**config.mk**
```make
export PLATFORM = sky130hd
export DESIGN_NAME = cop0_exc_unit_flat
export DESIGN_NICKNAME = d
export VERILOG_FILES = /design/src/rtl/cop0_pkg.sv /design/src/rtl/cop0_exc_unit_if.sv /design/src/rtl/cop0_prio_enc.sv /design/src/rtl/cop0_exc_unit.sv /design/src/flat_wrapper.sv
export SDC_FILE = /design/constraint.sdc
export NUM_CORES = 1
export LEC_CHECK = 0
export CORE_MARGIN = 8
export CORE_UTILIZATION = 40
export CTS_CLUSTER_SIZE = 10
export DETAILED_ROUTE_END_ITERATION = 7
export GPL_ROUTABILITY_DRIVEN = 0
export PLACE_DENSITY = 0.82
export SYNTH_ARGS = -nofsm -noshare
export SYNTH_HDL_FRONTEND = slang
export SYNTH_SLANG_ARGS = --single-unit
```
**constraint.sdc**
```tcl
create_clock -name clk -period 1.7 [get_ports clk]
set_input_delay 0.255 -clock clk [delete_from_list [all_inputs] [get_ports clk]]
set_output_delay 0.255 -clock clk [all_outputs]
set_load 0.005 [all_outputs]
```
**src/rtl/cop0_pkg.sv**
```systemverilog
// Shared CP0 definitions: register indices, Status/Cause field positions,
// exception codes, sequencer states and the priority-slot to ExcCode table.
package cop0_pkg;

    // CP0 register indices
    localparam logic [4:0] REG_BADVADDR = 5'd8;
    localparam logic [4:0] REG_COUNT    = 5'd9;
    localparam logic [4:0] REG_COMPARE  = 5'd11;
    localparam logic [4:0] REG_STATUS   = 5'd12;
    localparam logic [4:0] REG_CAUSE    = 5'd13;
    localparam logic [4:0] REG_EPC      = 5'd14;

    // Status field positions
    localparam int ST_IE    = 0;
    localparam int ST_EXL   = 1;
    localparam int ST_UM    = 4;
    localparam int ST_IM_LO = 8;

    // Cause field positions
    localparam int CA_EXC_LO = 2;
    localparam int CA_IP_LO  = 8;

    localparam logic [31:0] KERNEL_VEC_DEFAULT = 32'h8000_0180;

    typedef enum logic [4:0] {
        EXC_INT  = 5'd0,
        EXC_ADEL = 5'd4,
        EXC_ADES = 5'd5,
        EXC_SYS  = 5'd8,
        EXC_RI   = 5'd10,
        EXC_OV   = 5'd12,
        EXC_TR   = 5'd13
    } exc_code_t;

    typedef enum logic {
        S_IDLE,
        S_REDIRECT
    } seq_state_t;

    // Request slot (0 = highest priority) to architectural ExcCode.
    function automatic exc_code_t exc_code_of(input logic [3:0] slot);
        case (slot)
            4'd0:    return EXC_ADEL;
            4'd1:    return EXC_ADES;
            4'd2:    return EXC_SYS;
            4'd3:    return EXC_RI;
            4'd4:    return EXC_OV;
            default: return EXC_TR;
        endcase
    endfunction

endpackage

```
**src/rtl/cop0_exc_unit_if.sv**
```systemverilog
// CP0 register access bus (mtc0 write port plus combinational read port).
interface cop0_exc_unit_if;
    logic        mtc0_en;
    logic [4:0]  rreg;
    logic [4:0]  wreg;
    logic [31:0] wdata;
    logic [31:0] rdata;

    modport master (output mtc0_en, rreg, wreg, wdata, input rdata);
    modport slave  (input mtc0_en, rreg, wreg, wdata, output rdata);
endinterface

```
**src/rtl/cop0_prio_enc.sv**
```systemverilog
// Lowest-index-first priority encoder with a valid flag.
module cop0_prio_enc #(
    parameter int  WIDTH = 6,
    localparam int IW    = (WIDTH > 1) ? $clog2(WIDTH) : 1
) (
    input  logic [WIDTH-1:0] req,
    output logic [IW-1:0]    idx,
    output logic             valid
);

    // Scan from the top down so the lowest set bit is the last one to win.
    // NOTE: every output gets a default first, so no latch is inferred.
    always_comb begin
        idx   = '0;
        valid = 1'b0;
        for (int i = WIDTH - 1; i >= 0; i--) begin
            if (req[i]) begin
                idx   = IW'(i);
                valid = 1'b1;
            end
        end
    end

endmodule

```
**src/rtl/cop0_exc_unit.sv**
```systemverilog
// CP0 register file with exception-entry / ERET sequencer.
// Optional timer (Count/Compare, IP7 override) enabled by `define COP0_TIMER_EN.
module cop0_exc_unit
    import cop0_pkg::*;
#(
    parameter int          NUM_EXC    = 6,
    parameter int          NUM_HW_INT = 6,
    parameter logic [31:0] KERNEL_VEC = KERNEL_VEC_DEFAULT
) (
    input  logic                  clk,
    input  logic                  reset,
    cop0_exc_unit_if.slave        bus,
    input  logic [NUM_EXC-1:0]    exc_req,
    input  logic                  exc_is_addr,
    input  logic [31:0]           epc_in,
    input  logic [31:0]           badvaddr_in,
    input  logic [NUM_HW_INT-1:0] hw_int,
    input  logic                  eret,
    output logic                  flush,
    output logic [31:0]           redirect_pc,
    output logic                  user_mode,
    output logic                  exc_level,
    output logic [31:0]           epc_out,
    output logic                  int_pending
);

    localparam int IW = (NUM_EXC > 1) ? $clog2(NUM_EXC) : 1;

    seq_state_t  state_q, state_next;
    logic        take_exc, take_eret;
    logic [IW-1:0] prio_idx;
    logic        exc_valid;

    logic        ie_q, exl_q, um_q;
    logic [7:0]  im_q;
    exc_code_t   exc_code_q;
    logic [1:0]  ip_sw_q;
    logic [5:0]  ip_hw_q;
    logic        ip7;
    logic [7:0]  ip;
    logic [31:0] epc_q, badvaddr_q;
    logic [31:0] status_word, cause_word;

    logic wr_status, wr_cause, wr_epc, wr_badvaddr;

    assign wr_status   = bus.mtc0_en && (bus.wreg == REG_STATUS);
    assign wr_cause    = bus.mtc0_en && (bus.wreg == REG_CAUSE);
    assign wr_epc      = bus.mtc0_en && (bus.wreg == REG_EPC);
    assign wr_badvaddr = bus.mtc0_en && (bus.wreg == REG_BADVADDR);

    cop0_prio_enc #(.WIDTH(NUM_EXC)) u_prio (
        .req   (exc_req),
        .idx   (prio_idx),
        .valid (exc_valid)
    );

`ifdef COP0_TIMER_EN
    logic [31:0] count_q, compare_q;
    logic        timer_flag_q;
    logic        wr_count, wr_compare;

    assign wr_count   = bus.mtc0_en && (bus.wreg == REG_COUNT);
    assign wr_compare = bus.mtc0_en && (bus.wreg == REG_COMPARE);

    // Free-running counter with a sticky match flag cleared by a Compare write.
    // NOTE: non-blocking assignments make every register sample pre-edge values.
    always_ff @(posedge clk or negedge reset) begin
        if (!reset) begin
            count_q      <= '0;
            compare_q    <= '0;
            timer_flag_q <= 1'b0;
        end else begin
            count_q <= wr_count ? bus.wdata : count_q + 32'd1;
            if (wr_compare) compare_q <= bus.wdata;
            if (wr_compare)                  timer_flag_q <= 1'b0;
            else if (count_q == compare_q)   timer_flag_q <= 1'b1;
        end
    end

    assign ip7 = timer_flag_q;
`else
    assign ip7 = ip_hw_q[5];
`endif

    assign ip          = {ip7, ip_hw_q[4:0], ip_sw_q};
    assign int_pending = ie_q && !exl_q && |(ip & im_q);
    assign user_mode   = um_q;
    assign exc_level   = exl_q;
    assign epc_out     = epc_q;
    assign flush       = (state_q == S_REDIRECT);

    // Sequencer decision: exceptions/interrupts only when EXL=0, ERET only when EXL=1.
    always_comb begin
        state_next = state_q;
        take_exc   = 1'b0;
        take_eret  = 1'b0;
        case (state_q)
            S_IDLE: begin
                if (!exl_q && (exc_valid || int_pending)) begin
                    take_exc   = 1'b1;
                    state_next = S_REDIRECT;
                end else if (eret && exl_q) begin
                    take_eret  = 1'b1;
                    state_next = S_REDIRECT;
                end
            end
            S_REDIRECT: state_next = S_IDLE;
            default:    state_next = S_IDLE;
        endcase
    end

    // State register and registered redirect target.
    always_ff @(posedge clk or negedge reset) begin
        if (!reset) begin
            state_q     <= S_IDLE;
            redirect_pc <= '0;
        end else begin
            state_q <= state_next;
            if (take_exc)       redirect_pc <= KERNEL_VEC;
            else if (take_eret) redirect_pc <= epc_q;
        end
    end

    // Status: sequencer updates take precedence over an mtc0 in the same cycle.
    always_ff @(posedge clk or negedge reset) begin
        if (!reset) begin
            ie_q  <= 1'b0;
            exl_q <= 1'b0;
            um_q  <= 1'b0;
            im_q  <= '0;
        end else if (take_exc) begin
            exl_q <= 1'b1;
            um_q  <= 1'b0;
        end else if (take_eret) begin
            exl_q <= 1'b0;
            um_q  <= 1'b1;
        end else if (wr_status) begin
            ie_q  <= bus.wdata[ST_IE];
            exl_q <= bus.wdata[ST_EXL];
            um_q  <= bus.wdata[ST_UM];
            im_q  <= bus.wdata[ST_IM_LO +: 8];
        end
    end

    // Cause: hardware IP sampled every cycle; only IP[1:0] is software-writable.
    always_ff @(posedge clk or negedge reset) begin
        if (!reset) begin
            exc_code_q <= EXC_INT;
            ip_sw_q    <= '0;
            ip_hw_q    <= '0;
        end else begin
            ip_hw_q <= 6'(hw_int);
            if (take_exc)
                exc_code_q <= exc_valid ? exc_code_of(4'(prio_idx)) : EXC_INT;
            else if (wr_cause)
                ip_sw_q <= bus.wdata[CA_IP_LO +: 2];
        end
    end

    // EPC / BadVAddr capture on entry, otherwise mtc0-writable.
    always_ff @(posedge clk or negedge reset) begin
        if (!reset) begin
            epc_q      <= '0;
            badvaddr_q <= '0;
        end else begin
            if (take_exc)    epc_q <= epc_in;
            else if (wr_epc) epc_q <= bus.wdata;
            if (take_exc && exc_is_addr) badvaddr_q <= badvaddr_in;
            else if (wr_badvaddr)        badvaddr_q <= bus.wdata;
        end
    end

    // Architectural views of Status/Cause and the combinational read port.
    always_comb begin
        status_word                  = '0;
        status_word[ST_IE]           = ie_q;
        status_word[ST_EXL]          = exl_q;
        status_word[ST_UM]           = um_q;
        status_word[ST_IM_LO +: 8]   = im_q;
        cause_word                   = '0;
        cause_word[CA_EXC_LO +: 5]   = exc_code_q;
        cause_word[CA_IP_LO +: 8]    = ip;
        case (bus.rreg)
            REG_BADVADDR: bus.rdata = badvaddr_q;
            REG_STATUS:   bus.rdata = status_word;
            REG_CAUSE:    bus.rdata = cause_word;
            REG_EPC:      bus.rdata = epc_q;
`ifdef COP0_TIMER_EN
            REG_COUNT:    bus.rdata = count_q;
            REG_COMPARE:  bus.rdata = compare_q;
`endif
            default:      bus.rdata = '0;
        endcase
    end

endmodule

```
**src/flat_wrapper.sv**
```systemverilog
// flat-port wrapper written by rule: the top's interface ports become plain ports
module cop0_exc_unit_flat import cop0_pkg::*;
#(
    parameter int          NUM_EXC    = 6,
    parameter int          NUM_HW_INT = 6,
    parameter logic [31:0] KERNEL_VEC = KERNEL_VEC_DEFAULT
)
  (clk, reset, exc_req, exc_is_addr, epc_in, badvaddr_in, hw_int, eret, flush, redirect_pc, user_mode, exc_level, epc_out, int_pending, bus_mtc0_en, bus_rreg, bus_wreg, bus_wdata, bus_rdata);
  cop0_exc_unit_if bus_i ();
  input  logic clk;
  input  logic reset;
  input  logic [NUM_EXC-1:0] exc_req;
  input  logic exc_is_addr;
  input  logic [31:0] epc_in;
  input  logic [31:0] badvaddr_in;
  input  logic [NUM_HW_INT-1:0] hw_int;
  input  logic eret;
  output logic flush;
  output logic [31:0] redirect_pc;
  output logic user_mode;
  output logic exc_level;
  output logic [31:0] epc_out;
  output logic int_pending;
  input wire logic [$bits(bus_i.mtc0_en)-1:0] bus_mtc0_en;
  input wire logic [$bits(bus_i.rreg)-1:0] bus_rreg;
  input wire logic [$bits(bus_i.wreg)-1:0] bus_wreg;
  input wire logic [$bits(bus_i.wdata)-1:0] bus_wdata;
  output wire logic [$bits(bus_i.rdata)-1:0] bus_rdata;
  assign bus_i.mtc0_en = bus_mtc0_en;
  assign bus_i.rreg = bus_rreg;
  assign bus_i.wreg = bus_wreg;
  assign bus_i.wdata = bus_wdata;
  assign bus_rdata = bus_i.rdata;
  cop0_exc_unit #(.NUM_EXC(NUM_EXC), .NUM_HW_INT(NUM_HW_INT), .KERNEL_VEC(KERNEL_VEC)) u_core (.clk(clk), .reset(reset), .bus(bus_i), .exc_req(exc_req), .exc_is_addr(exc_is_addr), .epc_in(epc_in), .badvaddr_in(badvaddr_in), .hw_int(hw_int), .eret(eret), .flush(flush), .redirect_pc(redirect_pc), .user_mode(user_mode), .exc_level(exc_level), .epc_out(epc_out), .int_pending(int_pending));
endmodule
```
Word level (Yosys, flattened, before mapping)
Index checks and enable logic that the tools add are counted.
{"block": "classes", "eq_ne": 12, "bitwise": 4, "n_mux": 34, "reduce_logical": 19}
{"cell": "32-bit two-way mux", "n": 6}
{"cell": "32-bit case mux with 4 select lines", "n": 1}
{"cell": "5-bit by 4-bit equality test with 1-bit output (second input constant)", "n": 8}
{"cell": "4-bit case mux with 5 select lines", "n": 1}
{"cell": "1-bit two-way mux", "n": 18}
{"cell": "3-bit two-way mux", "n": 6}
{"cell": "1-bit logical AND", "n": 9}
{"cell": "8-bit AND", "n": 1}
{"cell": "8-bit OR reduction", "n": 1}
{"cell": "3-bit by 2-bit equality test with 1-bit output (second input constant)", "n": 2}
{"cell": "2-bit nonzero test", "n": 3}
{"cell": "4-bit two-way mux", "n": 1}
{"cell": "3-bit by 1-bit equality test with 1-bit output (second input constant)", "n": 1}
{"cell": "3-bit equality test (second input constant)", "n": 1}
{"cell": "3-bit logical NOT", "n": 1}
{"cell": "1-bit NOT", "n": 3}
{"cell": "3-bit AND reduction", "n": 1}
{"cell": "3-bit nonzero test", "n": 1}
{"cell": "1-bit case mux with 2 select lines", "n": 1}
{"cell": "2-bit AND reduction", "n": 1}
{"cell": "1-bit logical NOT", "n": 1}
{"cell": "1-bit logical OR", "n": 1}
{"block": "word_totals", "out_inout_bits": 100, "inputBits": 123, "regBits": 121, "word_cells": 80}

Depth between registers and ports, before layout
Gate-level depths: netlist of the first run.
{"block": "depth", "word_depth": 12, "depth_mapped": 7, "depth_no_buf": 5}

Hierarchy
From an unflattened synthesis of the first run, not the netlist that was laid out.
{"block": "hier_totals", "cells_unflattened": 508, "hier_area_um2": 6152.2}
{"mod": "cop0_exc_unit", "instances": 1, "area_per_inst_um2": 6094.6, "seq_area_each_um2": 3002.9, "cells_per_inst": 498}
{"mod": "cop0_prio_enc", "instances": 1, "area_per_inst_um2": 57.6, "seq_area_each_um2": 0.0, "cells_per_inst": 10}

Least setup slack after synthesis of the first run
OpenSTA, ideal clock, no wires.
{"block": "synth_path", "path_type": "reg2reg", "from": "reg u_core.im_q[7]", "to": "reg u_core.ip_sw_q[0]", "setup_slack_ns": -0.159, "stages_incl_launch_ff": 6, "synth_period_minus_slack_ns": 1.859, "arrival_ns": 1.734, "required_time_ns": 1.575, "cell_sequence": "dfrtp_1 > a22oi_1 > a41oi_2 > o21a_1 > or3_4 > mux2_4"}
{"block": "synth_via", "elab_chain_cells": 9}
{"element": "start: declaration", "line": "cop0_exc_unit.sv:35", "rtl": "logic [7:0] im_q;"}
{"element": "start signal: assignment", "line": "cop0_exc_unit.sv:141", "rtl": "im_q <= bus.wdata[ST_IM_LO +: 8];"}
{"element": "8-bit AND", "line": "cop0_exc_unit.sv:86", "rtl": "assign int_pending = ie_q && !exl_q && |(ip & im_q);"}
{"element": "8-bit OR reduction", "line": "cop0_exc_unit.sv:86"}
{"element": "1-bit logical AND", "line": "cop0_exc_unit.sv:86"}
{"element": "via int_pending", "line": "flat_wrapper.sv:23", "rtl": "output logic int_pending;"}
{"element": "1-bit logical OR", "line": "cop0_exc_unit.sv:99", "rtl": "if (!exl_q && (exc_valid || int_pending)) begin"}
{"element": "1-bit logical AND", "line": "cop0_exc_unit.sv:99"}
{"element": "1-bit two-way mux", "line": "cop0_exc_unit.sv:99"}
{"element": "1-bit two-way mux", "line": "cop0_exc_unit.sv:97", "rtl": "case (state_q)"}
{"element": "1-bit NOT (no source line)"}
{"element": "2-bit AND reduction (no source line)"}
{"element": "end signal: assignment", "line": "cop0_exc_unit.sv:156", "rtl": "ip_sw_q <= bus.wdata[CA_IP_LO +: 2];"}
{"element": "end: declaration", "line": "cop0_exc_unit.sv:37", "rtl": "logic [1:0] ip_sw_q;"}
The timed path passes the listed nets, and every way through them passes these cells.
A chain may end at the register's enable or synchronous reset.

Final worst setup path of the first run
{"block": "layout_path", "from": "reg u_core.im_q[3]", "to": "reg u_core.badvaddr_q[18]"}
{"block": "layout_via", "elab_chain_cells": 9, "word_cells_on_any_way": 10, "cone_classes": "mux (3); bitwise (1); reduce/logical (6)"}
{"element": "8-bit AND *", "line": "cop0_exc_unit.sv:86"}
{"element": "8-bit OR reduction *", "line": "cop0_exc_unit.sv:86"}
{"element": "1-bit logical AND *", "line": "cop0_exc_unit.sv:86"}
{"element": "1-bit logical OR *", "line": "cop0_exc_unit.sv:99"}
{"element": "1-bit logical AND *", "line": "cop0_exc_unit.sv:99"}
{"element": "1-bit two-way mux *", "line": "cop0_exc_unit.sv:99"}
{"element": "1-bit two-way mux *", "line": "cop0_exc_unit.sv:97"}
{"element": "1-bit logical AND *", "line": "cop0_exc_unit.sv:168", "rtl": "if (take_exc && exc_is_addr) badvaddr_q <= badvaddr_in;"}
{"element": "32-bit two-way mux or 2-bit nonzero test (tied branches)"}
{"element": "end signal: assignment", "line": "cop0_exc_unit.sv:168"}
{"element": "end signal: assignment", "line": "cop0_exc_unit.sv:169", "rtl": "else if (wr_badvaddr) badvaddr_q <= bus.wdata;"}
{"element": "end: declaration", "line": "cop0_exc_unit.sv:41", "rtl": "logic [31:0] epc_q, badvaddr_q;"}
Every way passes the cells marked *; elsewhere a longest branch is shown, timed or not.

==> qor_table.md, run 1 <==
| Group | Item | Value |
|---|---|---|
| critical path | Cell seen most often among critical-path stages | buf_6 |
| status | Result of the run | finished with violations |
| synthesis | Xor and xnor area share after synthesis | 0 |
| cts | Clock tree from TritonCTS | yes |
| final layout | Commonest non-fill, non-tap cell in the layout | clkdlybuf4s50_1 |
| detailed routing | ANT nets after route | 0 |
| final layout | Most used cells in the layout excluding fill and tap cells | clkdlybuf4s50_1, dfrtp_1, nand2_1 |
| synthesis | Cell count after synthesis | 569 |
| synthesis | Number of distinct standard cells referenced by the synthesized netlist | 37 |
| sta | Endpoints failing hold | 0 |
| global routing | Number of global-route vias before repair | 6177 |
| sta | Highest attainable clock frequency | 511 MHz |
| final layout | Final Net Count | 1006 |
| power | Clock share of power | 0.255 |
| final layout | Multi-input gate area | 0.00300 mm^2 |
| synthesis | Dominant combinational cell family by area after synthesis | compound AO/OA/AOI/OAI gates |
| critical path | Type of element launching the critical path | register |
| power | Leakage power | 4.78 nW |
| synthesis | Share of flip-flops with an asynchronous set or reset | 1.00 |
| sta | Final Skew | 6.76 ps |
| global routing | Global-route wire length before repair | 36.1 mm |
| global routing | Initial antenna violation count | 2 |
| cts | TritonCTS sink count | 120 |
| synthesis | Post-synthesis average cell area | 9.90 um^2 |
| sta | Count of endpoints failing setup in the final report | 103 |
| critical path | Type of element capturing the critical path | register |
| cts | Clock-pin slew of the registers on the worst-case setup and hold paths | 50 ps |
| critical path | Required arrival time at the worst endpoint | 1990 ps |
| synthesis | Fraction of the yosys area taken by sequential cells | 0.533 |
| sta | Part of the cycle the worst path needs | 1.15 |
| final layout | Fraction of final layout cells sized beyond drive strength 1 | 0.348 |
| detailed routing | Post-route DRC | 0 |
| placed design | PortBufs | 222 |
| cts | Clock Path Buffers | 2 |
| sta | Max-slew headroom at the worst pin | 0.691 |
| synthesis | Cell Area, Synth | 0.00563 mm^2 |
| final layout | Final cell utilization of the core | 0.755 |
| status | Violated checks | setup timing |
| floorplan | Initial cell density of the core | 0.407 |
| final layout | Growth of design area from synthesis to finish | 85.4% |
| power | Seq pwr share | 0.309 |
| critical path | Minimum setup slack among reg-to-reg paths | -260 ps |
| critical path | Critical Path Fanout Max | 9 |
| sta | Setup TNS after final layout | -16420 ps |
| synthesis | Top area cells in the synthesized netlist | dfrtp_1, mux2i_1, nand2_1 |
| power | Power density over the cells | 1520 mW/mm^2 |
| critical path | Ordered list of cells on the worst path | a22oi_2 -> a41oi_4 -> buf_6 -> buf_6 -> o211a_4 -> clkbuf_16 -> nand2_1 -> o21ai_1 |
| critical path | R2r startpoint | u_core.im_q[3]$_DFFE_PN0P_ |
| detailed routing | Vias | 6034 |
| synthesis | Post-synthesis compound-gate area fraction | 0.155 |
| critical path | Worst flop-to-flop path endpoint | u_core.badvaddr_q[18]$_DFFE_PN0P_ |
| global routing | All-Layer GR Usage | 0.262 |
| power | Total net switching power | 5.44 mW |
| critical path | Worst stage delay on the critical path | 390 ps |
| worst hold path | Number of stages on the worst hold path | 1 |
| critical path | Slowest cell on crit path | dfrtp_1 |
| sta | Period minus WS final | 1960 ps |
| worst hold path | Path category of the worst min-delay check | in -> reg |
| synthesis | Simple-gate area share of the yosys netlist | 0.135 |
| power | Comb power frac | 0.435 |
| power | Peak ir drop on the vdd network | 1060 uV |
| final layout | Fill cell instance count of the final layout | 916 |
| synthesis | Adder and majority gate portion of the synthesized area | 0 |
| floorplan | Die H | 135 um |
| global routing | Sum of overflow across all layers after global routing | 0 |
| floorplan | Total die area | 0.0181 mm^2 |
| floorplan | CORE AREA | 0.0138 mm^2 |
| cts | Source-to-sink clock delay at the later pin of the worst-skew pair | 410 ps |
| critical path | Type of the worst setup path | reg -> reg |
| detailed routing | Per-cell routed wire length | 24.1 um |
| final layout | Area taken by flip-flops and latches | 0.00301 mm^2 |
| worst hold path | Terminating pin of the worst hold path | u_core.ip_hw_q[4]$_DFF_PN0_ |
| detailed routing | Number of detailed-routing iterations run before antenna repair | 5 |
| power | Fraction of power spent switching nets | 0.343 |
| critical path | Reg2reg path depth | 8 |
| placed design | Half-perimeter wire length after detailed placement | 14.6 mm |
| global routing | Largest net degree at the start of global routing | 48 |
| floorplan | Placement row count | 43 |
| critical path | Critical Path AT | 2250 ps |
| synthesis | Cell type contributing the most total cell area after synthesis | dfrtp_1 |
| synthesis | Number of enable-type register cells in the synthesized netlist | 0 |
| detailed routing | DRT iter0 DRCs | 647 |
| sta | Setup repair after global routing missed its margin | true |
| cts | CTS Buf Count | 17 |
| power | Internal Power | 10.4 mW |
| sta | Transition at the pin with the smallest max-transition slack | 464 ps |
| worst hold path | Hold Crit Start | hw_int[4] |
| floorplan | IO Pins | 223 |
| cts | Root buf cell | clkbuf_16 |
| flow run | Number of maximum-capacitance violations | 0 |
| sta | Max-slew violation total from the final report | 0 |
| floorplan | Die W | 135 um |
| synthesis | Flip-flop and latch count after synthesis | 120 |
| detailed routing | Vias/cell | 5.60 |
| synthesis | Most common flop cell mapped by yosys | dfrtp_1 |
| synthesis | Portion of netlist area occupied by mux cells | 0.144 |
| synthesis | Yosys warnings | 0 |
| synthesis | Share of the synthesized area in the top cell type | 0.533 |
| detailed routing | Routed wire length | 26.0 mm |
| synthesis | Post-synthesis net count | 692 |
| sta | Worst-case setup margin in the final layout | -258 ps |
| cts | Depth of the CTS H-tree | 4 |
what timing repair did:
| item | CTS | global route |
|---|---|---|
| buffers inserted | 24 | 5 |
| hold buffers | 1 | 0 |
| hold endpoints to repair | 28 | 0 |
| cloned | 11 | 12 |
| pin swaps | 37 | 35 |
| endpoints found under the setup margin | 139 | 150 |
| gates resized for setup | 248 | 153 |
stage by stage:
stage	hold WS, ps	area (um^2)	total power, mW	setup WS (ps)	cells
detailed placement	240	8570	9.53	-810	994
floorplan	-40.6	5650	6.62	-80.2	569
global placement	244	8570	9.40	-731	994
CTS	269	9810	14.6	-186	1061
global route	267	10400	16.5	-283	1077
finish	282	10400	15.9	-258	1077
cells by family (layout without fill, tap and decap cells):
kind of cell / count (synthesis) / in the layout
multiplexers: 79 / 79
other: 0 / 1
flip-flops: 120 / 120
buffers and inverters: 43 / 369
AND/OR/NAND/NOR: 186 / 186
AO/OA/AOI/OAI: 141 / 142
layout make-up:
type,instances,area share
diodes,1,0.000240
clock buffers,23,0.0438
clock inverters,9,0.0187
inverters,3,0.00108
multi-input cells,407,0.287
flip-flops and latches,120,0.288
well taps,180,0.0216
repair buffers,334,0.340
synth_stat cells (all sizes together) (4+ instances only):
master	n
o21ai	69
nand2	158
a21oi	30
a222oi	12
mux2	11
buf	16
a22oi	4
mux2i	68
clkbuf	24
a22o	19
nor2	9
dfrtp	120
worst max path at each step:
stage / start / end / slack (ps) / depth (start not counted)
after global routing: u_core.im_q[3]$_DFFE_PN0P_ / u_core.badvaddr_q[29]$_DFFE_PN0P_ / -280 / 8
final: u_core.im_q[3]$_DFFE_PN0P_ / u_core.badvaddr_q[18]$_DFFE_PN0P_ / -260 / 8
after detailed placement: bus_rreg[3] / bus_rdata[11] / -810 / 8
after CTS: u_core.ip_hw_q[1]$_DFF_PN0_ / u_core.badvaddr_q[9]$_DFFE_PN0P_ / -190 / 8
after floorplan: u_core.ip_sw_q[0]$_DFFE_PN0P_ / u_core.ip_sw_q[0]$_DFFE_PN0P_ / -80 / 5
after global placement: bus_rreg[3] / bus_rdata[8] / -730 / 8
metal layers:
metal	global-route usage	routed length (um)	vias to the layer above
li1	-	-	2652
met1	0.320	10500	3025
met2	0.422	12400	304
met3	0.0847	2350	51
met4	0.0979	799	2
met5	0	8	-
flip-flops by register name, summed over array words and instances, names as in the netlist:
signal              count
u_core.im_q             8
u_core.badvaddr_q      32
u_core.redirect_pc     32
u_core.ip_hw_q          6
u_core.epc_out         32
u_core.flush            1
u_core.exc_level        1
u_core.ip_sw_q          2
u_core.exc_code_q       4
u_core.user_mode        1
u_core.ie_q             1
power groups by stage:
stage | logic [mW] | registers [mW] | clock network (mW)
floorplan | 1.90 | 4.71 | 0
global placement | 4.56 | 4.84 | 0
detailed placement | 4.70 | 4.84 | 0
CTS | 5.69 | 4.83 | 4.08
global route | 7.30 | 5.00 | 4.22
finish | 6.91 | 4.91 | 4.05
critical path, delay by kind of cell, from the launching register on:
kind | cells | cell delay (ps)
compound gates | 4 | 880
buf+inv | 3 | 490
flops | 1 | 390
simple gates | 1 | 70
No activity file was read; power rests on OpenSTA's default activity.
==> run 2, diff against run 1 <==
--- a/config.mk
+++ b/config.mk
@@ -11,6 +11,7 @@
 export DETAILED_ROUTE_END_ITERATION = 7
 export GPL_ROUTABILITY_DRIVEN = 0
 export PLACE_DENSITY = 0.82
+export REMOVE_ABC_BUFFERS = 1
 export SYNTH_ARGS = -nofsm -noshare
 export SYNTH_HDL_FRONTEND = slang
 export SYNTH_SLANG_ARGS = --single-unit
==> run 2 against run 1 <==
The flow still finishes with violations (setup timing). Fmax is 2.4% lower. Clock-buffer cell count is 2 lower. Highest routed layer is now met4. Total power is 2.8% lower. Final cell count is 1.7% lower. Sequential share of layout area is 0.69 points higher. First-iteration DRC count is 40% lower.
==> qor_table.md, run 2 (synthesis results as in run 1) <==
| Group | Item | Value |
|---|---|---|
| cts | Clock tree from TritonCTS | yes |
| critical path | R2r startpoint | u_core.im_q[0]$_DFFE_PN0P_ |
| sta | Max-slew violation total from the final report | 0 |
| final layout | Finished Cell Area | 0.0102 mm^2 |
| status | Result of the run | finished with violations |
| floorplan | IO Pins | 223 |
| power | Power density over the cells | 1510 mW/mm^2 |
| cts | CTS Buf Count | 17 |
| power | Peak ir drop on the vdd network | 802 uV |
| critical path | Worst stage delay on the critical path | 400 ps |
| sta | Worst-case setup margin in the final layout | -306 ps |
| sta | Transition at the pin with the smallest max-transition slack | 442 ps |
| global routing | Number of global-route vias before repair | 6309 |
| placed design | PortBufs | 222 |
| placed design | Half-perimeter wire length after detailed placement | 13.9 mm |
| floorplan | Die W | 135 um |
| worst hold path | Path category of the worst min-delay check | in -> reg |
| sta | Setup repair after global routing missed its margin | true |
| power | Overall power after layout | 15.4 mW |
| floorplan | Die H | 135 um |
| global routing | Initial antenna violation count | 0 |
| detailed routing | DRT iter0 DRCs | 390 |
| final layout | Final Net Count | 989 |
| worst hold path | Hold Crit Start | hw_int[3] |
| cts | Source-to-sink clock delay at the later pin of the worst-skew pair | 420 ps |
| critical path | Required arrival time at the worst endpoint | 2010 ps |
| cts | Clock-pin slew of the registers on the worst-case setup and hold paths | 60 ps |
| critical path | Type of element capturing the critical path | register |
| detailed routing | ANT nets after route | 0 |
| cts | TritonCTS sink count | 120 |
| placed design | Standard cell area after detailed placement | 0.00853 mm^2 |
| sta | Final Skew | 10.3 ps |
| critical path | Type of the worst setup path | reg -> reg |
| placed design | Number of instances in the placed design | 992 |
| sta | Highest attainable clock frequency | 499 MHz |
| detailed routing | Number of detailed-routing iterations run before antenna repair | 7 |
| critical path | First element of the critical path | u_core.im_q[0]$_DFFE_PN0P_ |
| sta | Max-slew headroom at the worst pin | 0.706 |
| global routing | All-Layer GR Usage | 0.257 |
| final layout | Fill cell instance count of the final layout | 910 |
| floorplan | Total die area | 0.0181 mm^2 |
| sta | Endpoints failing hold | 0 |
| critical path | Critical Path AT | 2310 ps |
| detailed routing | Per-cell routed wire length | 23.4 um |
| status | Violated checks | setup timing |
| final layout | Commonest non-fill, non-tap cell in the layout | clkdlybuf4s50_1 |
| floorplan | Initial cell density of the core | 0.407 |
| sta | Final Hold Slack | 276 ps |
| critical path | Ordered list of cells on the worst path | a22oi_2 -> a41oi_2 -> buf_4 -> o21a_4 -> or3_4 -> mux2_4 |
| final layout | Final non-filler cell total | 1059 |
| cts | Depth of the CTS H-tree | 4 |
| final layout | Fraction of final layout cells sized beyond drive strength 1 | 0.324 |
| sta | Part of the cycle the worst path needs | 1.18 |
| critical path | Type of element launching the critical path | register |
| power | Leakage power | 4.73 nW |
| global routing | Global-route wire length before repair | 35.4 mm |
| final layout | Most used cells in the layout excluding fill and tap cells | clkdlybuf4s50_1, nand2_1, dfrtp_1 |
| detailed routing | Vias | 6036 |
| floorplan | CORE AREA | 0.0138 mm^2 |
| flow run | Number of maximum-capacitance violations | 0 |
| floorplan | Placement row count | 43 |
| detailed routing | Post-route DRC | 0 |
| final layout | Growth of design area from synthesis to finish | 81.0% |
| sta | Count of endpoints failing setup in the final report | 124 |
| detailed routing | Routed wire length | 24.8 mm |
| detailed routing | Vias/cell | 5.70 |
| global routing | Sum of overflow across all layers after global routing | 0 |
| critical path | Critical Path Fanout Max | 2 |
| cts | Clock Path Buffers | 2 |
| global routing | Largest net degree at the start of global routing | 48 |
| sta | Period minus WS final | 2010 ps |
| cts | Root buf cell | clkbuf_16 |
| final layout | Antenna diode count | 0 |
| critical path | Slowest cell on crit path | dfrtp_1 |
[run 2: cell types whose count changed in the layout (fill, tap and decap cells not counted), sizes merged]
| cell | before | now |
|---|---|---|
| diode | 1 | 0 |
| clkinv | 3 | 4 |
| clkdlybuf4s15 | 1 | 0 |
| clkbuf | 34 | 40 |
| clkinvlp | 0 | 3 |
| dlymetal6s2s | 1 | 3 |
| bufbuf | 0 | 1 |
| bufinv | 6 | 4 |
| buf | 138 | 113 |
| clkdlybuf4s50 | 180 | 178 |
[run 2: final timing paths]
kind | endpoint | depth (start not counted) | slack [ps]
setup / recovery | u_core.ip_sw_q[0]$_DFFE_PN0P_ | 6 | -310
hold reg to reg | u_core.redirect_pc[8]$_DFFE_PN0P_ | 2 | 500
hold / removal | u_core.ip_hw_q[3]$_DFF_PN0_ | 1 | 280
setup reg to reg | u_core.ip_sw_q[0]$_DFFE_PN0P_ | 6 | -310
min in group asynchronous | u_core.badvaddr_q[24]$_DFFE_PN0P_ | 2 | 340
max in group asynchronous | u_core.redirect_pc[15]$_DFFE_PN0P_ | 3 | 730
[run 2: final cells by class]
type / count / area (um^2) / share of cell area
timing repair buffer: 317 / 3320 / 0.326
sequential: 120 / 3010 / 0.295
multi-input combinational: 407 / 2990 / 0.293
clock buffer: 21 / 470 / 0.0461
tap: 180 / 225 / 0.0221
clock inverter: 11 / 170 / 0.0167
inverter: 3 / 11.3 / 0.00110
[run 2: timing repair]
action	in CTS	in global routing
endpoints found under the hold margin	29	0
cloned	12	7
pin swaps	50	45
resized for setup	223	144
endpoints found under the setup margin	140	151
buffers inserted	15	6
hold buffers	1	0
[run 2: power breakdown]
part / switching (mW) / internal, mW
combinational: 3.13 / 3.52
sequential: 0.903 / 3.98
clock: 1.31 / 2.57
total: 5.35 / 10.1
[run 2: worst max-delay path: cells and delay by family (launching register included)]
family / cells / cell delay, ps
compound gates: 3 / 630
buf+inv: 1 / 180
flops: 1 / 400
mux: 1 / 300
simple gates: 1 / 380
[run 2: stage by stage]
step	TNS [ps]	setup WS [ps]	utilization
after floorplan	-129680	-1430	-
after global placement	-72080	-721	0.617
after detailed placement	-75940	-778	0.617
after CTS	-21020	-277	0.706
after global routing	-27220	-364	0.737
final	-19390	-306	0.737
[run 2: layer usage]
layer / track usage / routed length, um / vias up
met2: 0.423 / 12000 / 345
met4: 0.130 / 940 / 0
met5: 0 / 0 / -
li1: - / - / 2625
met3: 0.0732 / 2100 / 75
met1: 0.300 / 9700 / 2991
==> run 3, diff against run 2 <==
--- a/config.mk
+++ b/config.mk
@@ -12,6 +12,7 @@
 export GPL_ROUTABILITY_DRIVEN = 0
 export PLACE_DENSITY = 0.82
 export REMOVE_ABC_BUFFERS = 1
+export SLEW_MARGIN = 20
 export SYNTH_ARGS = -nofsm -noshare
 export SYNTH_HDL_FRONTEND = slang
 export SYNTH_SLANG_ARGS = --single-unit
==> results of run 3 <==
Same layout as run 2: the final DEF is identical, and so are final timing and power.
